===== config.mk =====
export PLATFORM = sky130hd
export DESIGN_NAME = mmio_uart
export DESIGN_NICKNAME = d
export VERILOG_FILES = /design/src/rtl/mmio_uart_pkg.sv /design/src/rtl/sync_fifo.sv /design/src/rtl/mmio_uart.sv
export SDC_FILE = /design/constraint.sdc
export NUM_CORES = 1
export LEC_CHECK = 0
export CAP_MARGIN = 20
export CORE_UTILIZATION = 50
export CTS_CLUSTER_SIZE = 14
export DETAILED_ROUTE_END_ITERATION = 12
export HOLD_SLACK_MARGIN = 0.06
export PLACE_DENSITY = 0.71
export SLEW_MARGIN = 20
export SYNTH_ARGS = -nofsm -noshare
export SYNTH_HDL_FRONTEND = slang
export SYNTH_SLANG_ARGS = --single-unit

===== constraint.sdc =====
create_clock -name clk -period 6.6 [get_ports clk]
set_input_delay 1.32 -clock clk [delete_from_list [all_inputs] [get_ports clk]]
set_output_delay 1.32 -clock clk [all_outputs]
set_load 0.005 [all_outputs]

===== src/rtl/mmio_uart_pkg.sv =====
// mmio_uart_pkg: register offsets, STATUS bit positions and UART FSM encoding
package mmio_uart_pkg;
  localparam logic [29:0] REG_TXDATA  = 30'd0;
  localparam logic [29:0] REG_STATUS  = 30'd1;
  localparam logic [29:0] REG_CYCLE   = 30'd2;
  localparam logic [29:0] REG_SCRATCH = 30'd3;
  localparam int ST_BUSY  = 0;
  localparam int ST_FULL  = 1;
  localparam int ST_EMPTY = 2;
  localparam int ST_OVF   = 3;
  localparam int ST_COUNT = 8;
  localparam logic [1:0] S_IDLE  = 2'd0;
  localparam logic [1:0] S_START = 2'd1;
  localparam logic [1:0] S_DATA  = 2'd2;
  localparam logic [1:0] S_STOP  = 2'd3;
endpackage


===== src/rtl/sync_fifo.sv =====
// sync_fifo: show-ahead synchronous FIFO; pushes while full and pops while empty are ignored
module sync_fifo #(
  parameter int WIDTH = 8,
  parameter int DEPTH = 16
) (
  input  logic                     clk,
  input  logic                     rst,
  input  logic                     push,
  input  logic                     pop,
  input  logic [WIDTH-1:0]         din,
  output logic [WIDTH-1:0]         dout,
  output logic                     full,
  output logic                     empty,
  output logic [$clog2(DEPTH):0]   count
);
  localparam int AW = $clog2(DEPTH);
  logic [WIDTH-1:0] mem [DEPTH];
  logic [AW-1:0] wr_ptr, rd_ptr;
  logic do_push, do_pop;
  assign full    = count == (AW+1)'(DEPTH);
  assign empty   = count == '0;
  assign do_push = push && !full;
  assign do_pop  = pop && !empty;
  assign dout    = mem[rd_ptr];
  always_ff @(posedge clk) begin
    if (rst) begin
      wr_ptr <= '0;
      rd_ptr <= '0;
      count  <= '0;
    end else begin
      if (do_push) wr_ptr <= wr_ptr + 1'b1;
      if (do_pop) rd_ptr <= rd_ptr + 1'b1;
      count <= count + (AW+1)'(do_push) - (AW+1)'(do_pop);
    end
  end
  always_ff @(posedge clk) if (do_push) mem[wr_ptr] <= din;
endmodule


===== src/rtl/mmio_uart.sv =====
// mmio_uart: MMIO responder with TX FIFO + 8N1 transmitter, status, cycle counter and scratch
module mmio_uart
  import mmio_uart_pkg::*;
#(
  parameter int CLKS_PER_BIT = 434,
  parameter int FIFO_DEPTH   = 16
) (
  input  logic        clk,
  input  logic        rst,
  input  logic        i_sel,
  input  logic [29:0] i_addr,
  input  logic [31:0] i_data,
  input  logic        i_wren,
  input  logic [3:0]  i_mask,
  output logic [31:0] o_data,
  output logic        o_tx
);
  localparam int CW = $clog2(FIFO_DEPTH) + 1;
  localparam int BW = $clog2(CLKS_PER_BIT);
  logic [1:0] state;
  logic [BW-1:0] baud;
  logic [2:0] bit_idx;
  logic [7:0] shift, fifo_dout;
  logic [CW-1:0] fifo_count;
  logic [31:0] cycle, scratch, status, rd_val;
  logic fifo_full, fifo_empty, overflow, wr, push, clr_ovf, bit_end, pop;
  assign wr      = i_sel && i_wren;
  assign push    = wr && i_addr == REG_TXDATA && i_mask[0];
  assign clr_ovf = wr && i_addr == REG_STATUS && i_mask[0] && i_data[ST_OVF];
  assign bit_end = baud == BW'(CLKS_PER_BIT - 1);
  // Popping at the end of STOP chains frames back to back with no idle gap
  assign pop     = !fifo_empty && (state == S_IDLE || (state == S_STOP && bit_end));
  assign o_tx    = state == S_START ? 1'b0 : state == S_DATA ? shift[0] : 1'b1;
  sync_fifo #(.WIDTH(8), .DEPTH(FIFO_DEPTH)) u_fifo (
    .clk(clk), .rst(rst), .push(push), .pop(pop), .din(i_data[7:0]),
    .dout(fifo_dout), .full(fifo_full), .empty(fifo_empty), .count(fifo_count)
  );
  always_comb begin
    status = '0;
    status[ST_BUSY] = state != S_IDLE;
    status[ST_FULL] = fifo_full;
    status[ST_EMPTY] = fifo_empty;
    status[ST_OVF] = overflow;
    status[ST_COUNT +: 8] = 8'(fifo_count);
    rd_val = i_addr == REG_STATUS  ? status :
             i_addr == REG_CYCLE   ? cycle :
             i_addr == REG_SCRATCH ? scratch : '0;
  end
  always_ff @(posedge clk) begin
    if (rst) begin
      state    <= S_IDLE;
      baud     <= '0;
      bit_idx  <= '0;
      shift    <= '0;
      overflow <= 1'b0;
      cycle    <= '0;
      scratch  <= '0;
      o_data   <= '0;
    end else begin
      cycle  <= cycle + 1'b1;
      o_data <= i_sel ? rd_val : '0;
      if (push && fifo_full) overflow <= 1'b1;
      else if (clr_ovf) overflow <= 1'b0;
      for (int i = 0; i < 4; i++)
        if (wr && i_addr == REG_SCRATCH && i_mask[i]) scratch[8*i +: 8] <= i_data[8*i +: 8];
      baud <= (state == S_IDLE || bit_end) ? '0 : baud + 1'b1;
      if (pop) shift <= fifo_dout;
      else if (state == S_DATA && bit_end) shift <= shift >> 1;
      case (state)
        S_IDLE:  if (pop) state <= S_START;
        S_START: if (bit_end) begin
          state   <= S_DATA;
          bit_idx <= '0;
        end
        S_DATA:  if (bit_end) begin
          bit_idx <= bit_idx + 1'b1;
          if (bit_idx == 3'd7) state <= S_STOP;
        end
        default: if (bit_end) state <= pop ? S_START : S_IDLE;
      endcase
    end
  end
endmodule


## Word-level counts from Yosys, hierarchy flattened

Memories as Yosys holds them, arrays and structs flattened. A register that Yosys moved wholly into a read port is not among the register bits.
Index checks and enable logic that the tools add are counted.
W data, S select, Z words.

- Add/subtract/negate cells: 7
- Eq/ne operators: 13
- Multiplexer cells: 23
- Reductions and logical operators: 34
- Bitwise operators: 1

Operators by type and width:

| cell | number |
|---|---|
| $mux W32 | 2 |
| $eq A30 B2 Y1 const B | 2 |
| $add A32 B1 Y32 const B | 1 |
| $eq A30 B1 Y1 const B | 1 |
| $logic_not A30 Y1 | 1 |
| $logic_and A1 B1 Y1 | 17 |
| $mux W8 | 2 |
| $mux W13 | 1 |
| $mux W2 | 5 |
| $reduce_bool A2 Y1 | 5 |
| $add A9 B1 Y9 const B | 1 |
| $eq A9 B9 Y1 const B | 1 |
| $add A4 B1 Y4 const B | 2 |
| $mux W4 | 2 |
| $mux W1 | 7 |
| $mux W3 | 2 |
| $ne A2 B2 Y1 const B | 3 |
| $pmux W2 S3 | 1 |
| $pmux W3 S2 | 1 |
| $add A5 B1 Y5 | 1 |
| $eq A5 B5 Y1 const B | 1 |
| $logic_not A5 Y1 | 1 |
| $reduce_and A5 Y1 | 1 |
| $sub A5 B1 Y5 | 1 |
| 12 further kinds | 16 |

- Register bits after elaboration: 132
- Bits in writable memories: 128
- Output and inout port bits: 33
- Word-level logic and storage cells: 94
- Memories: 1

Memories:

| name | depth | bits a word | read ports | clocked after Yosys merged registers in | write ports | RTL line | text |
|---|---|---|---|---|---|---|---|
| u_fifo.mem | 16 | 8 | 1 | 1 | 1 | sync_fifo.sv:17 | `logic [WIDTH-1:0] mem [DEPTH];` |

## Depth between registers and ports, before layout

- Depth in word-level cells: 7
- Gate-level depth with buffers: 16
- Mapped depth without buffers: 14

## Modules after synthesis

From an unflattened synthesis, not the netlist that was laid out.

- Cell total of the unflattened synthesis: 899
- Area total of the unflattened synthesis: 11105.7 um2

By module, submodules not included:

| module | area an instance (um2) | times used | cells an instance |
|---|---|---|---|
| sync_fifo | 5799.3 | 1 | 306 |
| mmio_uart | 5306.3 | 1 | 593 |

## Worst setup path after synthesis

No wires, ideal clock.

- Path kind: input to register
- Start point: input i_addr[17]
- End point: register u_fifo.count[1]
- Buffers on the path: 2
- Library setup time: 0.128 ns
- Required time: 6.472 ns
- Arrival: 3.645 ns
- Slack: 2.827 ns
- Stages on the path: 9
- Path through: nor4_2 -> nand4_4 -> or4_1 -> buf_2 -> nor2_2 -> buf_2 -> ha_1 -> fa_1 -> nor2b_1

- Word-level cells in the longest chain between the ends: 6

Ends and longest elaborated chain:

| what | RTL line | text |
|---|---|---|
| start, declared | mmio_uart.sv:11 | `input logic [29:0] i_addr,` |
| $logic_not A30 Y1 | mmio_uart.sv:28 | `assign push = wr && i_addr == REG_TXDATA && i_mask[0];` |
| $logic_and A1 B1 Y1 (2 in a row) | mmio_uart.sv:28 |  |
| $logic_and A1 B1 Y1 | sync_fifo.sv:22 | `assign do_push = push && !full;` |
| named net u_fifo.do_push | sync_fifo.sv:19 | `logic do_push, do_pop;` |
| $add A5 B1 Y5 | sync_fifo.sv:33 | `count <= count + (AW+1)'(do_push) - (AW+1)'(do_pop);` |
| $sub A5 B1 Y5 | sync_fifo.sv:33 |  |
| end signal, assigned | sync_fifo.sv:33 |  |
| end, declared | sync_fifo.sv:14 | `output logic [$clog2(DEPTH):0] count` |

The timed path passes the listed nets, and every way through them passes these cells.
A chain may end at the register's enable or synchronous reset.

## Worst setup path in the final report

- Start point: input i_addr[28]
- End point: register u_fifo.count[4]

- Word-level cells in the longest chain between the ends: 6

Ends and longest elaborated chain:

| what | RTL line |
|---|---|
| $logic_not A30 Y1 | mmio_uart.sv:28 |
| $logic_and A1 B1 Y1 (2 in a row) | mmio_uart.sv:28 |
| $logic_and A1 B1 Y1 | sync_fifo.sv:22 |
| $add A5 B1 Y5 | sync_fifo.sv:33 |
| $sub A5 B1 Y5 | sync_fifo.sv:33 |

No other way between the ends.

==> flow_summary.ini <==
[cells_and_area]
drive_above_1_share_pct = 10.20
nets = 1051
area_delta_synth_final_pct = 19.90
design_area_sq_um = 12900
diodes = 0
fin_util_pct = 61.19
final_cell_mix = dfxtp_1 (135), edfxtp_1 (128), nor2_1 (120)
final_common_cell = dfxtp_1

[drt]
wl_per_cell_microns = 18.75
vias_per_cell = 5.564
dr.pass1.iters = 5
ant_nets = 0
drt-initial-drc-count = 444
drc = 0
wl_mm = 23.53
vias = 6983

[timing]
fin_crit_sh_pct = 69.26
setup_viol = 0
setup_ws_ps = 2029
post-route-min-period_ps = 4571
tightestPinTransition_ps = 987.7
skew_ps = 9.463
whs_ps = 468.0
max_freq_mhz = 218.7
rsz0062_at_grt = no
drv_slew = 0
tns_ps = 0
hold_viol = 0
relSlewSlack_pct = 34.15

[place]
post-place-ws_ps = 1613
io_buffers = 102
gp_congestion = 0.8305
dp_hpwl_mm = 15.76
dpl_cell_area_sq_um = 12010

[cts]
cts-resized-gates = 0
clk_pin_slew_worst_paths_ps = 60
cts_tree = yes
root_buffer = clkbuf_16
cts_sinks = 264
cts_hold_buf = 0
clk_path_buf_depth = 3
postCtsSetupRepairBufs = 0
cts_buffers = 27
cts_max_level = 1
clk_latency_ps = 530

[worst_setup_path]
crit_type = primary input to flop
rr_worst_depth = 12
critPathMaxFanout = 17
reg2reg_slack_ps = 2920
crit_path_end = u_fifo.count[4]$_SDFF_PP0_
critPathRequiredTime_ps = 6960
worstReg2RegStart = baud[2]$_SDFF_PP0_
arrival_ps = 4930
cp-end-kind = flop
r2r_end = u_fifo.count[4]$_SDFF_PP0_
cp-startpoint = i_addr[28]
startpoint_type = primary input

[synth]
seq_area_frac_synth_pct = 61.02
async_flop_share_pct = 0
synth_top_cell_by_area = edfxtp_1
synthAdderAreaFrac_pct = 2.511
synth_top_family_by_area = simple AND/OR/NAND/NOR gates
synth.avg_cell_area_sq_um = 12.43
synth_flop_cell = dfxtp_1
postSynthCellCount = 866
synth_edf_count = 128
yosys.area_share.simple_pct = 13.44
yosys-top-cells-area = edfxtp_1 (36%), dfxtp_1 (25%), mux2i_1 (5.1%)
synth_compound_area_share_pct = 6.906
synth_cell_type_count = 55
synthMuxAreaShare_pct = 10.35
synth_top_area_share_pct = 35.72
syn_nets = 957
yosys_warnings = 0
netlist_area_sq_um = 10760
synth-xor-area-share_pct = 3.174
synth-seq-cells = 264

[power_and_ir_drop]
power.density_nw_per_um2 = 310.2
p_leak_nw = 4.375
peakVddDrop_mv = 0.1785

[global_route]
grt_pass1_vias = 6830
grt_antenna_before_repair = 0
grt_pass1_wl_mm = 37.11
grt_overflow_total = 0
grt_max_degree = 93
track_usage_pct = 21.74

[run]
cap_violations = 0

[floorplanning]
initial_core_util_pct = 51.03
die_area_sq_um = 22110
ioPinCount = 103
chipHeight_microns = 148.7
die_x_microns = 148.7
num_rows = 53
core_sq_um = 21090

[min_path]
whs_path_depth = 1
min_path_type = flop to flop

[status]
status = completed
==> power by group <==
| group | total, mW | switching [mW] | internal, mW |
|---|---|---|---|
| sequential | 1.81 | 0.0398 | 1.77 |
| clock | 1.51 | 0.627 | 0.886 |
| combinational | 0.680 | 0.366 | 0.314 |
==> registers in the layout, indices dropped and copies added, names as in the netlist, named ones only <==
register,cells
shift,8
u_fifo.mem,128
o_data,32
overflow,1
cycle,32
u_fifo.count,5
state,2
scratch,32
baud,9
u_fifo.rd_ptr,4
u_fifo.wr_ptr,4
bit_idx,3
==> worst max-delay path: stages <==
cell and delay [ps]:
clkdlybuf4s50_1 400, nor4_1 750, nand3_1 340, or4_1 730
nor2_2 500, ha_1 300, fa_1 210, a21oi_1 80
nor2_1 120, or3_1 130, a21oi_1 60
==> metal layers <==
layer	up-vias	share of wire [%]	global-route usage (%)
met5	-	0	0
met4	0	2.0	6.289
met3	38	5.6	3.773
li1	3379	-	-
met1	3366	44	28.89
met2	200	48	36.45
==> how the worst min path moves through the flow <==
| stage | endpoint | slack, ps | from |
|---|---|---|---|
| 6_report | baud[0]$_SDFF_PP0_ | 470 | baud[0]$_SDFF_PP0_ |
| 5_1_grt | shift[5]$_SDFFE_PP0P_ | 510 | shift[6]$_SDFFE_PP0P_ |
| 4_1_cts | baud[0]$_SDFF_PP0_ | 470 | baud[0]$_SDFF_PP0_ |
| 3_5_place_dp | baud[0]$_SDFF_PP0_ | 460 | baud[0]$_SDFF_PP0_ |
| 3_3_place_gp | baud[0]$_SDFF_PP0_ | 440 | baud[0]$_SDFF_PP0_ |
| 2_1_floorplan | baud[0]$_SDFF_PP0_ | 430 | baud[0]$_SDFF_PP0_ |
==> final cells by class <==
cell class,instances,area (sq um)
Inverter,29,108.9
Clock buffer,33,749.5
Tap cell,275,344.1
Multi-Input combinational cell,530,3928
Timing Repair Buffer,108,1064
Fill cell,1690,8184
Clock inverter,16,142.6
Sequential cell,264,6568
==> synth_stat cells, drive strengths merged (4+ instances only) <==
cell type    n
o21a         4
and4         5
a311oi       4
inv         29
or4          4
o221ai       4
a221oi       8
nor4        16
a2111oi      8
nand2       26
nor2b        7
a22oi       27
nor2       121
a21oi       30
mux4        21
o21ai       10
ha          20
dfxtp      136
mux2i       55
buf          9
mux2         8
xor2        18
nand4        9
or3          9
and3        22
nand2b       5
clkbuf      34
xnor2       21
edfxtp     128
nand3       24
nor3        16
==> metrics by stage <==
stage,power [mW],cells
after floorplan,2.330,866
after global placement,2.510,1206
after detailed placement,2.525,1206
after global routing,4.171,1255
final,4.003,1255
after CTS,4.036,1255
==> cell families (layout without fill, tap and decap cells) <==
| logic type | count (synthesis) | after routing |
|---|---|---|
| adders and majority gates | 21 | 21 |
| xor gates and xnor gates | 39 | 39 |
| AOI/OAI and AO/OA | 108 | 108 |
| muxes | 84 | 84 |
| DFF | 264 | 264 |
| and+or+nand+nor | 278 | 278 |
| buffers and inverters | 72 | 186 |
Note: power is estimated with default switching activity, not from simulation.
